===== src/rtl/intersection_phase_scheduler_pkg.sv =====
// Shared types and timing defaults for the intersection phase scheduler.
// Phase encodings double as the externally visible 'phase' status value.
package tlc_pkg;

    typedef enum logic [2:0] {
        AR_TO_NS  = 3'd0,
        NS_GREEN  = 3'd1,
        NS_YELLOW = 3'd2,
        AR_TO_EW  = 3'd3,
        EW_GREEN  = 3'd4,
        EW_YELLOW = 3'd5
    } phase_t;

    localparam int DEF_MIN_GREEN  = 8;
    localparam int DEF_MAX_GREEN  = 32;
    localparam int DEF_YELLOW_CYC = 4;
    localparam int DEF_ALLRED_CYC = 2;
    localparam int DEF_WALK_CYC   = 6;

    // Counter width wide enough for the largest interval, never below one bit.
    function automatic int timer_width(input int a, input int b, input int c,
                                       input int d, input int e);
        int m;
        int w;
        m = a;
        if (b > m) m = b;
        if (c > m) m = c;
        if (d > m) m = d;
        if (e > m) m = e;
        w = (m < 2) ? 1 : $clog2(m);
        return w;
    endfunction

endpackage


===== src/rtl/intersection_phase_scheduler_timer.sv =====
// Phase interval timer: cleared on state entry, saturating up-count, and a
// compare against the terminal value of the current state.
module phase_timer #(
    parameter int WIDTH = 5,
    parameter int SAT   = 31
) (
    input  logic             clk,
    input  logic             reset,
    input  logic             clear,
    input  logic [WIDTH-1:0] term,
    output logic [WIDTH-1:0] count,
    output logic             at_term
);

    localparam logic [WIDTH-1:0] SAT_V = WIDTH'(SAT);

    always_ff @(posedge clk or posedge reset) begin
        if (reset)
            count <= '0;
        else if (clear)
            count <= '0;
        else if (count != SAT_V)
            count <= count + 1'b1;
    end

    assign at_term = (count == term);

endmodule


===== src/rtl/intersection_phase_scheduler.sv =====
// Actuated two-approach (NS/EW) signal phase scheduler with pedestrian WALK.
// Optional emergency preemption is compiled in when PREEMPT_EN is defined.
module intersection_phase_scheduler
    import tlc_pkg::*;
#(
    parameter int MIN_GREEN  = DEF_MIN_GREEN,
    parameter int MAX_GREEN  = DEF_MAX_GREEN,
    parameter int YELLOW_CYC = DEF_YELLOW_CYC,
    parameter int ALLRED_CYC = DEF_ALLRED_CYC,
    parameter int WALK_CYC   = DEF_WALK_CYC
) (
    input  logic       clk,
    input  logic       reset,
    input  logic       ns_veh,
    input  logic       ew_veh,
    input  logic       ns_ped,
    input  logic       ew_ped,
    output logic       ns_red,
    output logic       ns_yellow,
    output logic       ns_green,
    output logic       ew_red,
    output logic       ew_yellow,
    output logic       ew_green,
    output logic       ns_walk,
    output logic       ew_walk,
    output logic [2:0] phase,
    output logic       phase_change
`ifdef PREEMPT_EN
    ,
    input  logic       preempt,
    input  logic       preempt_dir
`endif
);

    localparam int TW = timer_width(MIN_GREEN, MAX_GREEN, YELLOW_CYC, ALLRED_CYC, WALK_CYC);

    localparam logic [TW-1:0] MIN_T = TW'(MIN_GREEN - 1);
    localparam logic [TW-1:0] MAX_T = TW'(MAX_GREEN - 1);
    localparam logic [TW-1:0] YEL_T = TW'(YELLOW_CYC - 1);
    localparam logic [TW-1:0] AR_T  = TW'(ALLRED_CYC - 1);

    phase_t        state;
    phase_t        next_state;
    logic [TW-1:0] timer;
    logic [TW-1:0] term_val;
    logic          at_term;
    logic          timer_clear;
    logic          ns_veh_q, ns_ped_q, ew_veh_q, ew_ped_q;
    logic          ns_walk_armed, ew_walk_armed;
    logic          ns_enter, ew_enter;
    logic          pre_ns, pre_ew;

`ifdef PREEMPT_EN
    assign pre_ns = preempt & ~preempt_dir;
    assign pre_ew = preempt &  preempt_dir;
`else
    assign pre_ns = 1'b0;
    assign pre_ew = 1'b0;
`endif

    phase_timer #(
        .WIDTH (TW),
        .SAT   (MAX_GREEN - 1)
    ) u_timer (
        .clk     (clk),
        .reset   (reset),
        .clear   (timer_clear),
        .term    (term_val),
        .count   (timer),
        .at_term (at_term)
    );

    // Green exit needs min green, opposing demand, and either a gap in own
    // traffic or max-out; preemption overrides both min green and demand.
    always_comb begin
        next_state = state;
        term_val   = MAX_T;
        case (state)
            AR_TO_NS: begin
                term_val = AR_T;
                if (at_term) next_state = NS_GREEN;
            end
            NS_GREEN: begin
                term_val = MAX_T;
                if (pre_ew)
                    next_state = NS_YELLOW;
                else if (!pre_ns && (timer >= MIN_T) && (ew_veh_q | ew_ped_q) &&
                         (!ns_veh || at_term))
                    next_state = NS_YELLOW;
            end
            NS_YELLOW: begin
                term_val = YEL_T;
                if (at_term) next_state = AR_TO_EW;
            end
            AR_TO_EW: begin
                term_val = AR_T;
                if (at_term) next_state = EW_GREEN;
            end
            EW_GREEN: begin
                term_val = MAX_T;
                if (pre_ns)
                    next_state = EW_YELLOW;
                else if (!pre_ew && (timer >= MIN_T) && (ns_veh_q | ns_ped_q) &&
                         (!ew_veh || at_term))
                    next_state = EW_YELLOW;
            end
            EW_YELLOW: begin
                term_val = YEL_T;
                if (at_term) next_state = AR_TO_NS;
            end
            default: next_state = AR_TO_NS;
        endcase
    end

    assign timer_clear = (next_state != state);
    assign ns_enter    = (next_state == NS_GREEN) && (state != NS_GREEN);
    assign ew_enter    = (next_state == EW_GREEN) && (state != EW_GREEN);

    always_ff @(posedge clk or posedge reset) begin
        if (reset) begin
            state        <= AR_TO_NS;
            phase        <= 3'd0;
            phase_change <= 1'b0;
            ns_red       <= 1'b1;
            ns_yellow    <= 1'b0;
            ns_green     <= 1'b0;
            ew_red       <= 1'b1;
            ew_yellow    <= 1'b0;
            ew_green     <= 1'b0;
        end else begin
            state        <= next_state;
            phase        <= next_state;
            phase_change <= timer_clear;
            ns_green     <= (next_state == NS_GREEN);
            ns_yellow    <= (next_state == NS_YELLOW);
            ns_red       <= (next_state != NS_GREEN) && (next_state != NS_YELLOW);
            ew_green     <= (next_state == EW_GREEN);
            ew_yellow    <= (next_state == EW_YELLOW);
            ew_red       <= (next_state != EW_GREEN) && (next_state != EW_YELLOW);
        end
    end

    // Requests latch only while their approach is red/yellow; entering green
    // consumes them, and the pedestrian latch at that moment arms WALK.
    always_ff @(posedge clk or posedge reset) begin
        if (reset) begin
            ns_veh_q      <= 1'b0;
            ns_ped_q      <= 1'b0;
            ew_veh_q      <= 1'b0;
            ew_ped_q      <= 1'b0;
            ns_walk_armed <= 1'b0;
            ew_walk_armed <= 1'b0;
        end else begin
            if (ns_enter) begin
                ns_veh_q      <= 1'b0;
                ns_ped_q      <= 1'b0;
                ns_walk_armed <= ns_ped_q;
            end else if (state != NS_GREEN) begin
                if (ns_veh) ns_veh_q <= 1'b1;
                if (ns_ped) ns_ped_q <= 1'b1;
            end
            if (ew_enter) begin
                ew_veh_q      <= 1'b0;
                ew_ped_q      <= 1'b0;
                ew_walk_armed <= ew_ped_q;
            end else if (state != EW_GREEN) begin
                if (ew_veh) ew_veh_q <= 1'b1;
                if (ew_ped) ew_ped_q <= 1'b1;
            end
        end
    end

    assign ns_walk = (state == NS_GREEN) && ns_walk_armed && (int'(timer) < WALK_CYC);
    assign ew_walk = (state == EW_GREEN) && ew_walk_armed && (int'(timer) < WALK_CYC);

endmodule


===== config.mk =====
export PLATFORM = sky130hd
export DESIGN_NAME = intersection_phase_scheduler
export DESIGN_NICKNAME = d
export VERILOG_FILES = /design/src/rtl/intersection_phase_scheduler_pkg.sv /design/src/rtl/intersection_phase_scheduler_timer.sv /design/src/rtl/intersection_phase_scheduler.sv
export SDC_FILE = /design/constraint.sdc
export NUM_CORES = 1
export LEC_CHECK = 0
export BUFFER_PORTS_ARGS = -buffer_cell sky130_fd_sc_hd__buf_4
export CORE_ASPECT_RATIO = 1.5
export CORE_UTILIZATION = 42
export DETAILED_ROUTE_END_ITERATION = 12
export RECOVER_POWER = 50
export SYNTH_ARGS = -nofsm -noshare
export SYNTH_HDL_FRONTEND = slang
export SYNTH_SLANG_ARGS = --single-unit

===== constraint.sdc =====
create_clock -name clk -period 4.1 [get_ports clk]
set_clock_uncertainty 0.05 [all_clocks]
set_input_delay 0.82 -clock clk [delete_from_list [all_inputs] [get_ports clk]]
set_output_delay 0.82 -clock clk [all_outputs]
set_load 0.01 [all_outputs]

---- After elaboration in Yosys (flattened, before gate mapping) ----
Index checks and enable logic that the tools add are counted.
operators by class
  add/sub/neg operators ................... 1
  $lt $le $gt $ge ......................... 2
  bitwise operators ....................... 2
  mux-type cells .......................... 22
  eq/ne operators ......................... 18
  reductions and logical operators ........ 30
operator list
  kind                                                                                  number
  3-bit two-way mux                                                                     6
  3-bit one-hot mux with 6 select lines                                                 1
  2-bit nonzero test                                                                    7
  3-bit equality test (second input constant)                                           4
  1-bit logical AND                                                                     12
  1-bit two-way mux                                                                     12
  5-bit two-way mux                                                                     2
  5-bit one-hot mux with 2 select lines                                                 1
  3-bit by 2-bit equality test with 1-bit output (second input constant)                3
  3-bit != test (second input constant)                                                 3
  2-bit AND reduction                                                                   4
  3-bit by 1-bit equality test with 1-bit output (second input constant)                2
  3-bit by 1-bit != test with 1-bit output (second input constant)                      2
  5-bit by 1-bit adder with 5-bit output (second input constant)                        1
  5-bit equality test                                                                   1
  5-bit by 3-bit greater-or-equal comparator with 1-bit output (second input constant)  1
  5-bit by 3-bit < comparator with 1-bit output (second input constant)                 1
  5-bit != test (second input constant)                                                 1
  2-bit OR reduction                                                                    2
  3-bit zero test                                                                       1
  3-bit by 2-bit != test with 1-bit output (second input constant)                      1
  3-bit != test                                                                         1
  1-bit zero test                                                                       2
  1-bit logical OR                                                                      2
  1-bit OR                                                                              2
storage, ports and cells
  logic and storage cells ................. 90
  output and inout bits ................... 12
  flip-flop bits (word level) ............. 21
  input bits .............................. 6

---- Depth between registers and ports, before layout ----
  word-level depth ........................ 12
  depth in mapped cells ................... 7
  depth with buffers taken out ............ 7

---- Hierarchy ----
Synthesis repeated with hierarchy kept, for this count alone.
unflattened totals
  cell total of the unflattened synthesis .. 120
  area total of the unflattened synthesis .. 1,134.8 µm²
by module, submodules not included
  module                        cells each  area an instance (µm²)  instances
  intersection_phase_scheduler  92          840.8                   1
  phase_timer                   28          294.0                   1

---- Least setup slack after synthesis ----
No wires, ideal clock.
  kind .................................... flip-flop to flip-flop
  from .................................... register state[1]
  to ...................................... register ns_walk_armed
  setup time .............................. 0.128 ns
  period minus slack after synthesis ...... 2.094 ns
  cell stages (with the launch flop) ...... 7
  data arrival time ....................... 1.916 ns
  required time ........................... 3.922 ns
  path slack .............................. 2.006 ns
  cell sequence ........................... dfrtp_1 > or2_1 > a21oi_2 > mux2i_2 > and2_1 > and3_1 > mux2_1
between the ends
  longest elaborated chain between the ends .. 10
  elaborated cells on any way between the ends .. 24
  those cells by class .................... eq/ne: 8; mux: 8; reduce/logical: 8
ends and longest elaborated chain
  element                                            RTL line                                                                 RTL
  start, declared                                    intersection_phase_scheduler.sv:42                                       phase_t state;
  start signal, assigned                             intersection_phase_scheduler.sv:131                                      state <= next_state;
  3-bit equality test, or another cell as far along  intersection_phase_scheduler.sv:78                                       case (state)
  2-bit OR reduction (no line)                       n/a
  5-bit one-hot mux with 2 select lines              intersection_phase_scheduler.sv:78
  5-bit equality test                                intersection_phase_scheduler_timer.sv:26                                 assign at_term = (count == term);
  1-bit logical OR (on tied branches)                intersection_phase_scheduler.sv:104, intersection_phase_scheduler.sv:88
  1-bit logical AND (on tied branches)               intersection_phase_scheduler.sv:103, intersection_phase_scheduler.sv:87
  3-bit two-way mux (on tied branches)               intersection_phase_scheduler.sv:103, intersection_phase_scheduler.sv:87
  3-bit one-hot mux with 6 select lines              intersection_phase_scheduler.sv:78
  3-bit by 1-bit equality test with 1-bit output     intersection_phase_scheduler.sv:116                                      assign ns_enter = (next_state == NS_GREEN) && (state != NS_GREEN);
  1-bit logical AND *                                intersection_phase_scheduler.sv:116
  end signal, assigned                               intersection_phase_scheduler.sv:157                                      ns_walk_armed <= ns_ped_q;
  end, declared                                      intersection_phase_scheduler.sv:49                                       logic ns_walk_armed, ew_walk_armed;
Mark *: on every way between the ends. The rest lies on a longest branch, timed or not.
A chain may end at the register's enable or synchronous reset.

---- Worst setup path in the final report ----
  from .................................... register state[1]
  to ...................................... register u_timer.count[4]
between the ends
  longest elaborated chain between the ends .. 10
  elaborated cells on any way between the ends .. 24
  those cells by class .................... eq/ne: 7; mux: 9; reduce/logical: 8
ends and longest elaborated chain
  element                                                         RTL line                                                                 RTL
  3-bit equality test, or another cell as far along               intersection_phase_scheduler.sv:78
  2-bit OR reduction (no line)                                    n/a
  5-bit one-hot mux with 2 select lines                           intersection_phase_scheduler.sv:78
  5-bit equality test                                             intersection_phase_scheduler_timer.sv:26
  1-bit logical OR (on tied branches)                             intersection_phase_scheduler.sv:104, intersection_phase_scheduler.sv:88
  1-bit logical AND (on tied branches)                            intersection_phase_scheduler.sv:103, intersection_phase_scheduler.sv:87
  3-bit two-way mux (on tied branches)                            intersection_phase_scheduler.sv:103, intersection_phase_scheduler.sv:87
  3-bit one-hot mux with 6 select lines                           intersection_phase_scheduler.sv:78
  3-bit != test *                                                 intersection_phase_scheduler.sv:115                                      assign timer_clear = (next_state != state);
  5-bit two-way mux / 2-bit nonzero test (equally long branches)  n/a
  end signal, assigned                                            intersection_phase_scheduler_timer.sv:23                                 count <= count + 1'b1;
  end, declared                                                   intersection_phase_scheduler_timer.sv:11                                 output logic [WIDTH-1:0] count,
Marks and branches as above.

==> run metrics <==
clock network power share a little over an eighth; Initial DRC Count 28; crit-path max cell delay 0.56 ns; capturing element type of the critical path flip-flop; area delta synth->final 14.9%; detailed-route via count 931; post-synthesis net count around 120; top achievable clock speed 412 MHz; CTS tree done; clock-pin slew reported for the worst setup and hold paths after clock tree synthesis 0.08 ns; Peak VDD IR 0.456 mV; internal cell power 0.600 mW; count of flip-flops with a built-in enable after synthesis 0; RSZ-0062 raised after global routing false; worst slack, placed 1.68 ns; Die Ht 66.8 um; combinational share of power 50.0%; Post-Synthesis Mean Instance Area ~10 um^2; WS Path Type flip-flop to flip-flop; # nets final 140; total leakage power 0.563 nW; I/O Pins 18; number of distinct library cells after synthesis 51; required time reported for the critical path endpoint 4.18 ns; Min Hold Slack 0.431 ns; number of global-route vias before repair roughly 930; final RePlAce weighted congestion 0.884; first-pass iteration count of the detailed router 4; largest register by flop count u_timer.count; half-perimeter wire length of the detailed placement result 1980 um; count of antenna diodes in the layout 0; maximum number of pins on one net before global-route repair 22; hold buffer count at cts 0; share of the cycle needed by the critical path after routing 59.2%; fraction of layout cells with a size suffix above 1 23.7%; share of Yosys cell area claimed by the top area cell type about 40%; number of resized instances in the post-cts repair step 0; Post-synth ARST share 100%; Synth Flop Type dfrtp_1; antenna violations before repair 0; Fin. Hold Viols 0; top fanout value on the critical path 13; netlist area before placement ~1200 um^2; Post-Synthesis Cells 113; flip-flop count of the largest register after layout 5; biggest registers after layout u_timer.count (5), state (3); Worst-Skew Late Latency 0.27 ns; Final Routed Wirelength around 2600 um; final standard cell count with taps included and fillers excluded 168; post-synthesis sequential area ratio 44.8%; crit start category flip-flop; Slew HR 45.8%; Worst-Margin Slew 0.812 ns; maximum capacitance violations 0; count of placed standard cells including taps 164; first-pass GRT wire length 4310 um; list of cells traversed by the critical path or2_1, a21oi_2, mux2i_2, nand2_2, a21oi_1, nor4b_1; post-DR vias/cell ~5.5; DR DRC count 0; setup violators final 0; DIE AREA 3020 um^2; Clock Path Buffers 2; final worst-path setup slack 1.67 ns; power density over the cells 795 nW/um^2; final global-route overflow total 0; crit path time final roughly 2.4 ns; data arrival time of the critical path 2.50 ns; width of the die 45.2 um; count of pins over their slew limit 0; net switching fraction of the power 44.1%; number of synthesized register bits 21; most repeated cell in the gate-level netlist after synthesis dfrtp_1; total number of placement rows 23; quantity of I/O buffers inserted on ports 17; H-Tree Depth 1; Setup Buffers After CTS 0; number of antenna-violating nets in the routed design 0; Hold/Removal Path Class flip-flop to flip-flop; r2r setup slk approximately 1.7 ns; sequential power share 37.0%; WL/cell roughly 15 um; count of clock tree sinks 21; number of buffers added by the clock tree synthesis step 3; buffer type at the clock tree root clkbuf_8; status finished clean; Yosys warning count 0; global routing usage summed across all routing layers between 20% and 30%; Post-Route Setup TNS 0 ns; area of the core 2680 um^2; Psw 0.474 mW; CP max-delay cell dfrtp_1; cell type contributing the most total cell area after synthesis dfrtp_1; top post-synthesis cells by area dfrtp_1, dfstp_2, nor2_1; most frequent cells after synthesis dfrtp_1, nor2_1, nand2_1; initial cell density of the core 44.0%
-- worst paths after layout --
check | from | end | cells past startpoint
max | state[1] | u_timer.count[4] | 6
min | ns_walk_armed | ns_walk_armed | 1
max reg2reg | state[1] | u_timer.count[4] | 6
min reg2reg | ns_walk_armed | ns_walk_armed | 1
max in group asynchronous | reset | ns_green | 2
min in group asynchronous | reset | u_timer.count[1] | 2
-- final cells by class --
type                    count  area, um^2
repair buffers             17         105
well taps                  37        46.3
clock buffers               3        41.3
multi-input cells          83         604
flip-flops and latches     21         528
fillers                   259        1320
clock inverters             1        5.00
inverters                   6        22.5
-- placed cells by master (no fill, tap or decap), types with 3 or more instances in the layout --
cell and n:
nor3_1 3, a21oi_1 7, clkbuf_8 3, nor2_1 11, buf_4 10, nand2_1 8
clkbuf_1 6, or3_1 3, inv_1 5, dfrtp_1 19
-- power groups by stage --
stage / sequential, mW / clock, mW / combinational, mW
4_1_cts: 0.398 / 0.142 / 0.559
3_5_place_dp: 0.403 / 0 / 0.556
2_1_floorplan: 0.367 / 0 / 0.442
5_1_grt: 0.411 / 0.147 / 0.601
3_3_place_gp: 0.400 / 0 / 0.551
6_report: 0.398 / 0.139 / 0.538
-- worst max-delay path, delay by kind of cell, from the launching register on --
kind / cells / cell delay (ns)
flip-flops: 1 / 0.56
AO/OA/AOI/OAI: 2 / 0.65
AND/OR/NAND/NOR: 3 / 0.60
multiplexers: 1 / 0.43
-- metrics by stage --
stage | util (%) | instance area [um^2] | power, mW
final | 50.5 | 1350 | 1.07
after CTS | 51.4 | 1380 | 1.10
after global routing | 50.5 | 1350 | 1.16
after detailed placement | 49.6 | 1330 | 0.959
after global placement | 49.6 | 1330 | 0.951
after floorplan | - | 1180 | 0.808
-- logic make-up after synthesis --
kind of cell | count (synthesis) | synth area share, %
AO/OA/AOI/OAI | 29 | 19.2
adder cells (fa/ha/maj) | 2 | 2.13
multiplexers | 6 | 6.69
AND/OR/NAND/NOR | 43 | 20.4
XOR/XNOR | 3 | 2.87
buffers and inverters | 9 | 3.83
flip-flops | 21 | 44.8
-- metal layers --
layer  share of wire (%)  track usage, %
met1                  39            22.3
met2                  56            37.0
met3                 2.7            2.71
met4                 2.9            10.6
met5                   0               0
(Power assumes the default switching activity.)
